## src/rtl/control_sequencer_if.sv

```systemverilog
// Bundle between the control sequencer and the DataPath: opcode/memory/stop inputs
// toward the sequencer and every DataPath control strobe plus status back out.
interface control_sequencer_if #(
  parameter int OP_W  = 5,
  parameter int CNT_W = 16
);
  logic [OP_W-1:0]  ir_op;
  logic             mem_ready;
  logic             stop;
  logic             PCout, Zlowout, MDRout, MARin, Zin, PCin, MDRin, IRin, Yin, IncPC, Read, Write;
  logic             Gra, Grb, Grc, Rin, Rout, BAout, Cout;
  logic [4:0]       Operator;
  logic [3:0]       step;
  logic             run;
  logic             mem_err;
  logic [CNT_W-1:0] instr_cnt;

  modport master (
    input  ir_op, mem_ready, stop,
    output PCout, Zlowout, MDRout, MARin, Zin, PCin, MDRin, IRin, Yin, IncPC, Read, Write,
    output Gra, Grb, Grc, Rin, Rout, BAout, Cout, Operator, step, run, mem_err, instr_cnt
  );

  modport slave (
    output ir_op, mem_ready, stop,
    input  PCout, Zlowout, MDRout, MARin, Zin, PCin, MDRin, IRin, Yin, IncPC, Read, Write,
    input  Gra, Grb, Grc, Rin, Rout, BAout, Cout, Operator, step, run, mem_err, instr_cnt
  );
endinterface

```

## src/rtl/control_sequencer.sv

```systemverilog
// Hardwired fetch/decode/execute sequencer for the DataPath: T0..T7 FSM with memory wait
// states, wait timeout, stop-at-boundary request and a retired-instruction counter.
module control_sequencer #(
  parameter int OP_W    = 5,
  parameter int CNT_W   = 16,
  parameter int TIMEOUT = 15
) (
  input  logic                clk,
  input  logic                clear,
  control_sequencer_if.master bus
);
  typedef enum logic [3:0] {
    S_RST = 4'd0, S_T0 = 4'd1, S_T1 = 4'd2, S_T2 = 4'd3, S_T3 = 4'd4,
    S_T4 = 4'd5, S_T5 = 4'd6, S_T6 = 4'd7, S_T7 = 4'd8, S_HALTED = 4'd15
  } state_t;

  typedef enum logic [2:0] {K_LD, K_LDI, K_ST, K_REG, K_IMM, K_NOP, K_HALT} kind_t;

  function automatic kind_t decode(input logic [OP_W-1:0] op);
    if (op == OP_W'(0))                            return K_LD;
    else if (op == OP_W'(1))                       return K_LDI;
    else if (op == OP_W'(2))                       return K_ST;
    else if (op >= OP_W'(3) && op <= OP_W'(11))    return K_REG;
    else if (op >= OP_W'(12) && op <= OP_W'(14))   return K_IMM;
    else if (op == OP_W'(27))                      return K_HALT;
    else                                           return K_NOP;
  endfunction

  function automatic logic [4:0] imm_operator(input logic [OP_W-1:0] op);
    if (op == OP_W'(12))      return 5'd3;
    else if (op == OP_W'(13)) return 5'd5;
    else                      return 5'd6;
  endfunction

  state_t           state_reg, state_next;
  logic [OP_W-1:0]  op_reg;
  logic [7:0]       wait_cnt_reg, wait_cnt_next;
  logic             stop_reg;
  logic             mem_err_reg;
  logic [CNT_W-1:0] instr_cnt_reg;
  logic             is_wait, retire, timeout;
  kind_t            cur_kind;

  // In T3 the opcode is only now valid on ir_op; afterwards the latched copy is used.
  assign cur_kind = (state_reg == S_T3) ? decode(bus.ir_op) : decode(op_reg);

  always_ff @(posedge clk) begin
    if (clear) begin
      state_reg     <= S_RST;
      op_reg        <= '0;
      wait_cnt_reg  <= '0;
      stop_reg      <= 1'b0;
      mem_err_reg   <= 1'b0;
      instr_cnt_reg <= '0;
    end else begin
      state_reg    <= state_next;
      wait_cnt_reg <= wait_cnt_next;
      if (state_reg == S_T3)
        op_reg <= bus.ir_op;
      if (bus.stop && state_reg != S_RST)
        stop_reg <= 1'b1;
      if (timeout)
        mem_err_reg <= 1'b1;
      if (retire)
        instr_cnt_reg <= instr_cnt_reg + CNT_W'(1);
    end
  end

  always_comb begin
    state_next = state_reg;
    is_wait    = 1'b0;
    retire     = 1'b0;
    timeout    = 1'b0;
    case (state_reg)
      S_RST: state_next = S_T0;
      S_T0:  state_next = S_T1;
      S_T1: begin
        is_wait = 1'b1;
        if (bus.mem_ready) state_next = S_T2;
      end
      S_T2: state_next = S_T3;
      S_T3: begin
        if (cur_kind == K_NOP || cur_kind == K_HALT) retire = 1'b1;
        else                                         state_next = S_T4;
      end
      S_T4: state_next = S_T5;
      S_T5: begin
        if (cur_kind == K_LD || cur_kind == K_ST) state_next = S_T6;
        else                                      retire = 1'b1;
      end
      S_T6: begin
        if (cur_kind == K_LD) begin
          is_wait = 1'b1;
          if (bus.mem_ready) state_next = S_T7;
        end else begin
          state_next = S_T7;
        end
      end
      S_T7: begin
        if (cur_kind == K_ST) begin
          is_wait = 1'b1;
          if (bus.mem_ready) retire = 1'b1;
        end else begin
          retire = 1'b1;
        end
      end
      S_HALTED: state_next = S_HALTED;
      default:  state_next = S_RST;
    endcase
    if (is_wait && !bus.mem_ready && wait_cnt_reg == 8'(TIMEOUT - 1)) begin
      timeout    = 1'b1;
      state_next = S_HALTED;
    end
    // A pending stop is honoured even if it arrives in the final step itself.
    if (retire)
      state_next = (cur_kind == K_HALT || stop_reg || bus.stop) ? S_HALTED : S_T0;
    wait_cnt_next = (is_wait && !bus.mem_ready && !timeout) ? wait_cnt_reg + 8'd1 : 8'd0;
  end

  always_comb begin
    {bus.PCout, bus.Zlowout, bus.MDRout, bus.MARin, bus.Zin, bus.PCin, bus.MDRin} = '0;
    {bus.IRin, bus.Yin, bus.IncPC, bus.Read, bus.Write}                           = '0;
    {bus.Gra, bus.Grb, bus.Grc, bus.Rin, bus.Rout, bus.BAout, bus.Cout}           = '0;
    bus.Operator = 5'd0;
    case (state_reg)
      S_T0: {bus.PCout, bus.MARin, bus.IncPC, bus.Zin} = 4'b1111;
      S_T1: {bus.Zlowout, bus.PCin, bus.Read, bus.MDRin} = 4'b1111;
      S_T2: {bus.MDRout, bus.IRin} = 2'b11;
      S_T3: begin
        if (cur_kind == K_LD || cur_kind == K_LDI || cur_kind == K_ST)
          {bus.Grb, bus.BAout, bus.Yin} = 3'b111;
        else if (cur_kind == K_REG || cur_kind == K_IMM)
          {bus.Grb, bus.Rout, bus.Yin} = 3'b111;
      end
      S_T4: begin
        if (cur_kind == K_REG) begin
          {bus.Grc, bus.Rout, bus.Zin} = 3'b111;
          bus.Operator = 5'(op_reg);
        end else if (cur_kind == K_IMM) begin
          {bus.Cout, bus.Zin} = 2'b11;
          bus.Operator = imm_operator(op_reg);
        end else begin
          {bus.Cout, bus.Zin} = 2'b11;
          bus.Operator = 5'd3;
        end
      end
      S_T5: begin
        if (cur_kind == K_LD || cur_kind == K_ST) {bus.Zlowout, bus.MARin} = 2'b11;
        else                                      {bus.Zlowout, bus.Gra, bus.Rin} = 3'b111;
      end
      S_T6: begin
        if (cur_kind == K_LD) {bus.Read, bus.MDRin} = 2'b11;
        else                  {bus.Gra, bus.Rout, bus.MDRin} = 3'b111;
      end
      S_T7: begin
        if (cur_kind == K_LD) {bus.MDRout, bus.Gra, bus.Rin} = 3'b111;
        else                  bus.Write = 1'b1;
      end
      default: ;
    endcase
  end

  assign bus.step      = state_reg;
  assign bus.run       = (state_reg != S_RST) && (state_reg != S_HALTED);
  assign bus.mem_err   = mem_err_reg;
  assign bus.instr_cnt = instr_cnt_reg;
endmodule

```

## src/flat_wrapper.sv

```systemverilog
// flat-port wrapper written by rule: the top's interface ports become plain ports
module control_sequencer_flat 
#(
  parameter int OP_W    = 5,
  parameter int CNT_W   = 16,
  parameter int TIMEOUT = 15
)
  (clk, clear, bus_ir_op, bus_mem_ready, bus_stop, bus_PCout, bus_Zlowout, bus_MDRout, bus_MARin, bus_Zin, bus_PCin, bus_MDRin, bus_IRin, bus_Yin, bus_IncPC, bus_Read, bus_Write, bus_Gra, bus_Grb, bus_Grc, bus_Rin, bus_Rout, bus_BAout, bus_Cout, bus_Operator, bus_step, bus_run, bus_mem_err, bus_instr_cnt);
  control_sequencer_if #(.OP_W(OP_W), .CNT_W(CNT_W)) bus_i ();
  input  logic clk;
  input  logic clear;
  input wire logic [$bits(bus_i.ir_op)-1:0] bus_ir_op;
  input wire logic [$bits(bus_i.mem_ready)-1:0] bus_mem_ready;
  input wire logic [$bits(bus_i.stop)-1:0] bus_stop;
  output wire logic [$bits(bus_i.PCout)-1:0] bus_PCout;
  output wire logic [$bits(bus_i.Zlowout)-1:0] bus_Zlowout;
  output wire logic [$bits(bus_i.MDRout)-1:0] bus_MDRout;
  output wire logic [$bits(bus_i.MARin)-1:0] bus_MARin;
  output wire logic [$bits(bus_i.Zin)-1:0] bus_Zin;
  output wire logic [$bits(bus_i.PCin)-1:0] bus_PCin;
  output wire logic [$bits(bus_i.MDRin)-1:0] bus_MDRin;
  output wire logic [$bits(bus_i.IRin)-1:0] bus_IRin;
  output wire logic [$bits(bus_i.Yin)-1:0] bus_Yin;
  output wire logic [$bits(bus_i.IncPC)-1:0] bus_IncPC;
  output wire logic [$bits(bus_i.Read)-1:0] bus_Read;
  output wire logic [$bits(bus_i.Write)-1:0] bus_Write;
  output wire logic [$bits(bus_i.Gra)-1:0] bus_Gra;
  output wire logic [$bits(bus_i.Grb)-1:0] bus_Grb;
  output wire logic [$bits(bus_i.Grc)-1:0] bus_Grc;
  output wire logic [$bits(bus_i.Rin)-1:0] bus_Rin;
  output wire logic [$bits(bus_i.Rout)-1:0] bus_Rout;
  output wire logic [$bits(bus_i.BAout)-1:0] bus_BAout;
  output wire logic [$bits(bus_i.Cout)-1:0] bus_Cout;
  output wire logic [$bits(bus_i.Operator)-1:0] bus_Operator;
  output wire logic [$bits(bus_i.step)-1:0] bus_step;
  output wire logic [$bits(bus_i.run)-1:0] bus_run;
  output wire logic [$bits(bus_i.mem_err)-1:0] bus_mem_err;
  output wire logic [$bits(bus_i.instr_cnt)-1:0] bus_instr_cnt;
  assign bus_i.ir_op = bus_ir_op;
  assign bus_i.mem_ready = bus_mem_ready;
  assign bus_i.stop = bus_stop;
  assign bus_PCout = bus_i.PCout;
  assign bus_Zlowout = bus_i.Zlowout;
  assign bus_MDRout = bus_i.MDRout;
  assign bus_MARin = bus_i.MARin;
  assign bus_Zin = bus_i.Zin;
  assign bus_PCin = bus_i.PCin;
  assign bus_MDRin = bus_i.MDRin;
  assign bus_IRin = bus_i.IRin;
  assign bus_Yin = bus_i.Yin;
  assign bus_IncPC = bus_i.IncPC;
  assign bus_Read = bus_i.Read;
  assign bus_Write = bus_i.Write;
  assign bus_Gra = bus_i.Gra;
  assign bus_Grb = bus_i.Grb;
  assign bus_Grc = bus_i.Grc;
  assign bus_Rin = bus_i.Rin;
  assign bus_Rout = bus_i.Rout;
  assign bus_BAout = bus_i.BAout;
  assign bus_Cout = bus_i.Cout;
  assign bus_Operator = bus_i.Operator;
  assign bus_step = bus_i.step;
  assign bus_run = bus_i.run;
  assign bus_mem_err = bus_i.mem_err;
  assign bus_instr_cnt = bus_i.instr_cnt;
  control_sequencer #(.OP_W(OP_W), .CNT_W(CNT_W), .TIMEOUT(TIMEOUT)) u_core (.clk(clk), .clear(clear), .bus(bus_i));
endmodule
```

## config.mk

```make
export PLATFORM = sky130hd
export DESIGN_NAME = control_sequencer_flat
export DESIGN_NICKNAME = d
export VERILOG_FILES = /design/src/rtl/control_sequencer_if.sv /design/src/rtl/control_sequencer.sv /design/src/flat_wrapper.sv
export SDC_FILE = /design/constraint.sdc
export NUM_CORES = 1
export LEC_CHECK = 0
export ABC_AREA = 1
export BUFFER_PORTS_ARGS = -buffer_cell sky130_fd_sc_hd__buf_4
export CAP_MARGIN = 20
export CORE_UTILIZATION = 45
export DETAILED_ROUTE_END_ITERATION = 6
export PLACE_DENSITY_LB_ADDON = 0.25
export REMOVE_ABC_BUFFERS = 1
export SLEW_MARGIN = 5
export SYNTH_ARGS = -nofsm -noshare
export SYNTH_HDL_FRONTEND = slang
export SYNTH_SLANG_ARGS = --single-unit
```

## constraint.sdc

```tcl
create_clock -name clk -period 1.9 [get_ports clk]
set_clock_uncertainty 0.05 [all_clocks]
set_input_delay 0.095 -clock clk [delete_from_list [all_inputs] [get_ports clk]]
set_output_delay 0.095 -clock clk [all_outputs]
set_load 0.05 [all_outputs]
```

==> results of run 1 <==
critical path, delay by kind of cell, from the launching register on:
family,cells,cell delay (ps)
flip-flops,1,400
AO/OA/AOI/OAI,1,150
AND/OR/NAND/NOR,10,1100
buffers and inverters,4,470
cells by family after synthesis:
group / share of synthesized area
simple gates: 0.4099
buf+inv: 0.1115
compound gates: 0.1197
flops: 0.3032
xor+xnor: 0.03790
fa+ha+maj: 0.01624
other cells: 0.001623
layout by cell type, fill, tap and decap left out, drive strengths merged:
cell type / synthesis / final
nor2: 70 / 70
o21ai: 19 / 19
nor3b: 3 / 3
nand2: 91 / 91
ha: 3 / 3
o22ai: 3 / 3
xor2: 7 / 7
xnor2: 3 / 3
clkbuf: 3 / 5
nand3: 27 / 27
nor4: 3 / 3
clkinv: 0 / 1
a31o: 1 / 1
nor3: 13 / 13
clkinvlp: 0 / 2
conb: 1 / 1
nand4: 3 / 3
a31oi: 1 / 1
or4: 1 / 1
buf: 7 / 122
o31ai: 2 / 2
a21oi: 25 / 25
dfxtp: 35 / 35
inv: 52 / 52
path summary, 6_finish.rpt:
check | startpoint | end | slack (ps) | cells after the start
setup / recovery | u_core.bus.step[2]$_SDFFE_PP0P_ | u_core.bus.instr_cnt[6]$_SDFFE_PP0P_ | -330 | 15
hold / removal | bus_ir_op[2] | u_core.op_reg[2]$_SDFFE_PP0P_ | 40 | 3
setup reg to reg | u_core.bus.step[2]$_SDFFE_PP0P_ | u_core.bus.instr_cnt[6]$_SDFFE_PP0P_ | -330 | 15
hold reg to reg | u_core.wait_cnt_reg[0]$_SDFF_PP0_ | u_core.wait_cnt_reg[0]$_SDFF_PP0_ | 410 | 1
through the flow:
step | hold WS [ps] | cells
3_5_place_dp | 357.9 | 532
4_1_cts | 40.99 | 547
5_1_grt | 44.32 | 560
6_report | 37.92 | 560
3_3_place_gp | 340.7 | 532
2_1_floorplan | 114.1 | 363
per-layer routing:
layer | wire (um) | global-route usage | part of all wire | up-vias
li1 | - | - | - | 1431
met1 | 3106 | 0.3182 | 0.40 | 1366
met2 | 4180 | 0.4750 | 0.54 | 87
met3 | 383 | 0.05075 | 0.049 | 11
met4 | 106 | 0.09615 | 0.014 | 0
met5 | 0 | 0 | 0 | -
power by group:
group / leakage, nW / switching [mW] / internal, mW
Clock: 0.0402 / 0.300 / 0.255
Combinational: 1.40 / 1.65 / 1.15
Sequential: 0.288 / 0.0809 / 0.808
timing repair:
item,4_1_cts,5_1_grt
resized for setup,85,63
pin swaps,13,23
setup buffers,7,14
hold buffers,0,0
setup endpoints to repair,45,45
cell type report:
class                           instances  share of cell area
Inverter                               52             0.05393
Tap cell                               67             0.02177
Clock inverter                          3            0.005198
Clock buffer                            5             0.01787
Sequential cell                        35              0.1878
Multi-Input combinational cell        276              0.4422
Timing Repair Buffer                  122              0.2713
==> results.md, run 1 <==
- FF/Latch Area: 723.2 sq um
- Violated checks: negative setup slack
- Number of buffers added on ports: 53
- # rows: 25
- Synth warn: 0
- Final Hold Violating Endpoints: 0
- Count of final setup violators: between 40 and 50
- Post-synth EDFFs: 0
- Worst-margin pin slew: approximately 510 ps
- Count leader, synth: nand2_1
- Post-layout util: 0.7995
- Initial core utilization: 0.4797
- Cell area after synthesis: roughly 0.0023 sq mm
- Synthesis-stage register bit count: 35
- Total GRT Usage: 0.2673
- Leakage: roughly 1.7 nW
- Initial DRC count: between 200 and 300
- Num CTS Buffers: 5
- Area of the multi-input gates: between 0.0015 and 0.002 sq mm
- Netlist cell types: 32
- Initial antenna violation count: 0
- Vias in the first global route: 2547
- Clock buffer depth: 2
- Drt drc: 0
- RSZ-0062 raised after global routing: true
- Crit path capture type: flop
- Max-cap violations: 0
- Global route overflow: 0
- Power Total: approximately 4.2 mW
- Placed Area: ~0.0031 sq mm
- Clock slew at reported path FFs: around 80 ps
- Largest net degree at the start of global routing: 17
- Startpoint Class: flop
- CP required: roughly 2100 ps
- Max-slew violations: 0
- Setup TNS: -10650 ps
- Final critical-path required period: approximately 2200 ps
- RD Place Congestion: 0.9224
- Antenna diodes: 0
- Hold Crit Class: in2reg
- Seq/Total Area, Yosys: 0.3032
- DR WL/cell: 13.89 um
- Synth top area share: 0.3032
- Final Cycle Share: 1.172
- Chip height: 73.66 um
- Avg Cell Area, Syn: about 6.2 sq um
- Worst skew pair latency: around 300 ps
- Die Wd: about 74 um
- Peak supply drop: 863.3 uV
- Crit-path max FO: 8
- H-tree Lvls: 2
- Die area: 0.005426 sq mm
- Vias: a little under 3k
- Crit path DAT: 2410 ps
- Yosys top cell by area: dfxtp_1
- First-pass GRT wire length: around 11000 um
- Clock Sinks: 35
- # nets final: a little over 500
- Final Instance Area: just under 0.004 sq mm
- Post-DP HPWL: roughly 4600 um
- Run status: finished with violations
- Crit-path cells: inv_4 > nor2_4 > nand2_4 > nand2_1 > nand2_2 > buf_6 > nor2_4 > nor2_2 > nand2_2 > nand2_2 > nor2_4 > buf_12 > buf_4 > nand2_1 > a21oi_2
- Largest register FFs: 16
- Fraction of layout cells with a size suffix above 1: 0.4686
- Core area: about 0.0048 sq mm
- Fmax: ~0.45 GHz
- Vias per cell: approximately 5.2
- Setup CP Type: reg2reg
- Critical path's largest stage delay: around 400 ps
- Slowest CP cell: dfxtp_4
- Post-synth top cells: 87 x nand2_1, 64 x nor2_1, 48 x inv_1
- Pre-CTS setup slack: -175.0 ps
- Final WL: about 7800 um
- Root buffer cell: clkbuf_8
- TritonRoute pass-1 iters: 4
- Main synth FF type: dfxtp_1
- CTS tree: done
- Fillers: 342
- Synth area leaders: dfxtp_1 30%, nand2_1 14%, nor2_1 10%, inv_1 7.8%, nand3_1 5.6%
- Post-synthesis async set-or-reset flop share: 0
- DRT antenna net count: 0
- Slew HR: 0.6600
- PD cells: ~1100 mW/mm^2
- Post-route setup slack: -326.4 ps
- Post-synthesis cell count: approximately 370
- Layout overhead on the synthesized area: 66.65%
- Top Ports: 55
No activity file was read; power rests on OpenSTA's default activity.
==> inputs of run 2 (changes only) <==
Settings changed: CTS_CLUSTER_SIZE set to 10, PLACE_DENSITY set to 0.71, PLACE_DENSITY_LB_ADDON 0.25 to unset.
==> run 2 against run 1 <==
The flow still finishes with violations (negative setup slack). Fmax decreased by 4.6%. Worst setup slack got worse by 110 ps. Power is 11% higher. Worst hold slack worse by 11 ps. Highest routed layer unchanged. Sequential cell count is the same. Sequential power fell by 1%. Utilization grew 4.6 points. Global-route usage increased by 3.8 points. Critical path depth stayed put. Register-to-register slack got worse by 50 ps. Non-clock buffer count up 9.
==> results.md, run 2 (synthesized netlist as in run 1, its figures left out) <==
- Final WL: 9865 um (+27%)
- Num CTS Buffers: 5 (unchanged)
- Number of buffers added on ports: 53 (unchanged)
- Core area: 0.004817 sq mm (unchanged)
- Post-route setup slack: -434.2 ps (-107.8 ps)
- Max-cap violations: 0 (unchanged)
- Crit-path max FO: 5 (-3)
- Clock slew at reported path FFs: 80 ps (about the same)
- H-tree Lvls: 2 (unchanged)
- Gate power share: 0.687 (+0.028)
- Critical path's largest stage delay: 370 ps (-30 ps)
- Global route overflow: 0 (unchanged)
- Switching pwr: 2.291 mW (+13%)
- Total GRT Usage: 0.3050 (+0.03769)
- Worst hold slack: 26.86 ps (-11.06 ps)
- Slew HR: 0.5843 (-0.07568)
- Fraction of layout cells with a size suffix above 1: 0.4970 (+0.02846)
- Slowest CP cell: dfxtp_4
- Layout overhead on the synthesized area: 76.29%
- Final Cycle Share: 1.229 (+0.05674)
- RD Place Congestion: 0.8665 (-6.1%)
- Initial DRC count: 323 (+8.8%)
- Vias per cell: 5.658 (+9.4%)
- Largest net degree at the start of global routing: 17 (unchanged)
- Crit path DAT: 2190 ps (-220 ps)
- Root buffer cell: clkbuf_8
- Final critical-path required period: 2334 ps (+107.8 ps)
- Max-slew violations: 0 (unchanged)
- Hold-fix buffers at CTS: 0 (unchanged)
- Fillers: 301 (-12%)
- Hold Crit Class: in2reg
- Largest register FFs: 16 (unchanged)
- Cell repeated most along the worst path: nand2_4
- Chip height: 73.66 um (unchanged)
- PD cells: 1155 mW/mm^2 (+4.9%)
- Antenna diodes: 0 (unchanged)
- Die Wd: 73.66 um (unchanged)
- CTS tree: done
- Most common cell after layout, fill and taps aside: buf_4
- RSZ-0062 raised after global routing: true
- Post-layout util: 0.8457 (+0.04623)
- Vias: 3225 (+11%)
- DRT antenna net count: 0 (unchanged)
- Vias in the first global route: 2799 (+9.9%)
- Clock buffer depth: 2 (unchanged)
- Clock Power Share: 0.127 (-0.004)
- DR WL/cell: 17.31 um (+25%)
- Initial core utilization: 0.4797 (unchanged)
- Final Hold Violating Endpoints: 0 (unchanged)
- Post-DP HPWL: 4839 um (+4.2%)
- Leakage: 1.848 nW (+6.8%)
- Startpoint Class: flop
- Drt drc: 0 (unchanged)
- # nets final: 514 (+2.0%)
- Top Ports: 55 (unchanged)
- Clock Sinks: 35 (unchanged)
- Die area: 0.005426 sq mm (unchanged)
- Switch share: 0.4871 (+0.009074)
- Power Total: 4.704 mW (+11%)
- Crit-path cells: inv_4 > nor2_4 > nand2_4 > buf_6 > nand2_4 > nand2_2 > nand2_2 > nand2_4 > nor2_4 > buf_6 > nand2_4 > buf_4 > nand2_2 > inv_1 > buf_6
- CP required: 1750 ps (-340 ps)
- Crit path capture type: output port
- Worst-margin pin slew: 622.8 ps (+113.4 ps)
- Worst skew pair latency: 300 ps (about the same)
- Run status: finished with violations
- Count of final setup violators: 46 (+2.2%)
- Violated checks: negative setup slack
- # rows: 25 (unchanged)
- Reg power frac: 0.187 (-0.023)
- Most frequent cells in the layout: 91 x buf_4, 65 x nand2_1, 43 x nor2_1
- Fmax: 0.4284 GHz (-4.6%)
- Setup CP Type: reg2out
- Int Pwr: 2.413 mW (+9.1%)
- Initial antenna violation count: 0 (unchanged)
- First-pass GRT wire length: 12740 um (+14%)
- Peak supply drop: 893.4 uV (+3.5%)
- Setup TNS: -14390 ps (-3737 ps)
- TritonRoute pass-1 iters: 5 (+1)
-- run 2: changes by cell type in the layout (fill, tap and decap cells not counted), moves of 3 or more --
cell / previous run / this run
a21oi_1: 18 / 21
a21oi_2: 7 / 4
buf_4: 95 / 91
nand3_2: 7 / 4
buf_8: 5 / 8
dfxtp_4: 5 / 1
buf_6: 21 / 29
dfxtp_2: 3 / 8
nor2_1: 46 / 43
nand2_1: 71 / 65
nand3_4: 2 / 5
nand2_4: 7 / 12
inv_4: 5 / 2
-- run 2: area by class of cell --
class,instances,area (sq um),share of cell area
Inverter,52,207.7,0.05098
Tap cell,67,83.83,0.02058
Clock inverter,3,23.77,0.005835
Clock buffer,5,68.82,0.01689
Multi-Input combinational cell,277,1778,0.4364
Timing Repair Buffer,131,1197,0.2939
Sequential cell,35,714.4,0.1754
-- run 2: critical path, delay by kind of cell, from the launching register on --
kind,cells,cell delay (ps)
flops,1,370
buf+inv,6,670
simple gates,9,840
-- run 2: routing by layer --
| layer | GRT usage | routed length, um | vias to the layer above |
|---|---|---|---|
| met5 | 0 | 0 | - |
| met4 | 0.1239 | 569 | 0 |
| met3 | 0.05213 | 794 | 71 |
| met2 | 0.5423 | 4825 | 223 |
| met1 | 0.3607 | 3676 | 1484 |
| li1 | - | - | 1447 |
-- run 2: worst paths after layout --
kind,from,end,slack (ps),cells past startpoint
setup / recovery,u_core.bus.step[2]$_SDFFE_PP0P_,bus_Write,-430,15
hold / removal,bus_ir_op[2],u_core.op_reg[2]$_SDFFE_PP0P_,30,3
setup reg to reg,u_core.bus.step[2]$_SDFFE_PP0P_,u_core.bus.step[1]$_SDFFE_PP0P_,-380,18
hold reg to reg,u_core.wait_cnt_reg[0]$_SDFF_PP0_,u_core.wait_cnt_reg[0]$_SDFF_PP0_,420,1
-- run 2: power groups by stage --
| stage | clock network, mW | registers, mW | logic [mW] |
|---|---|---|---|
| after floorplan | 0 | 0.969 | 1.10 |
| after global placement | 0 | 0.858 | 1.92 |
| final | 0.595 | 0.878 | 3.23 |
| after CTS | 0.584 | 0.871 | 2.60 |
| after global routing | 0.622 | 0.882 | 3.37 |
| after detailed placement | 0 | 0.863 | 1.93 |
-- run 2: what timing repair did --
item,in CTS,in global routing
pin swaps,17,27
buffers inserted,20,10
resized for setup,112,66
setup endpoints to repair,45,46
gates cloned,2,0
-- run 2: through the flow --
step | worst slack, ps | cell area [sq um] | cells
2_1_floorplan | -1577 | 2248 | 363
3_3_place_gp | -161.0 | 3110 | 532
3_5_place_dp | -206.0 | 3110 | 532
4_1_cts | -237.6 | 3781 | 562
5_1_grt | -481.6 | 4074 | 570
6_report | -434.2 | 4074 | 570
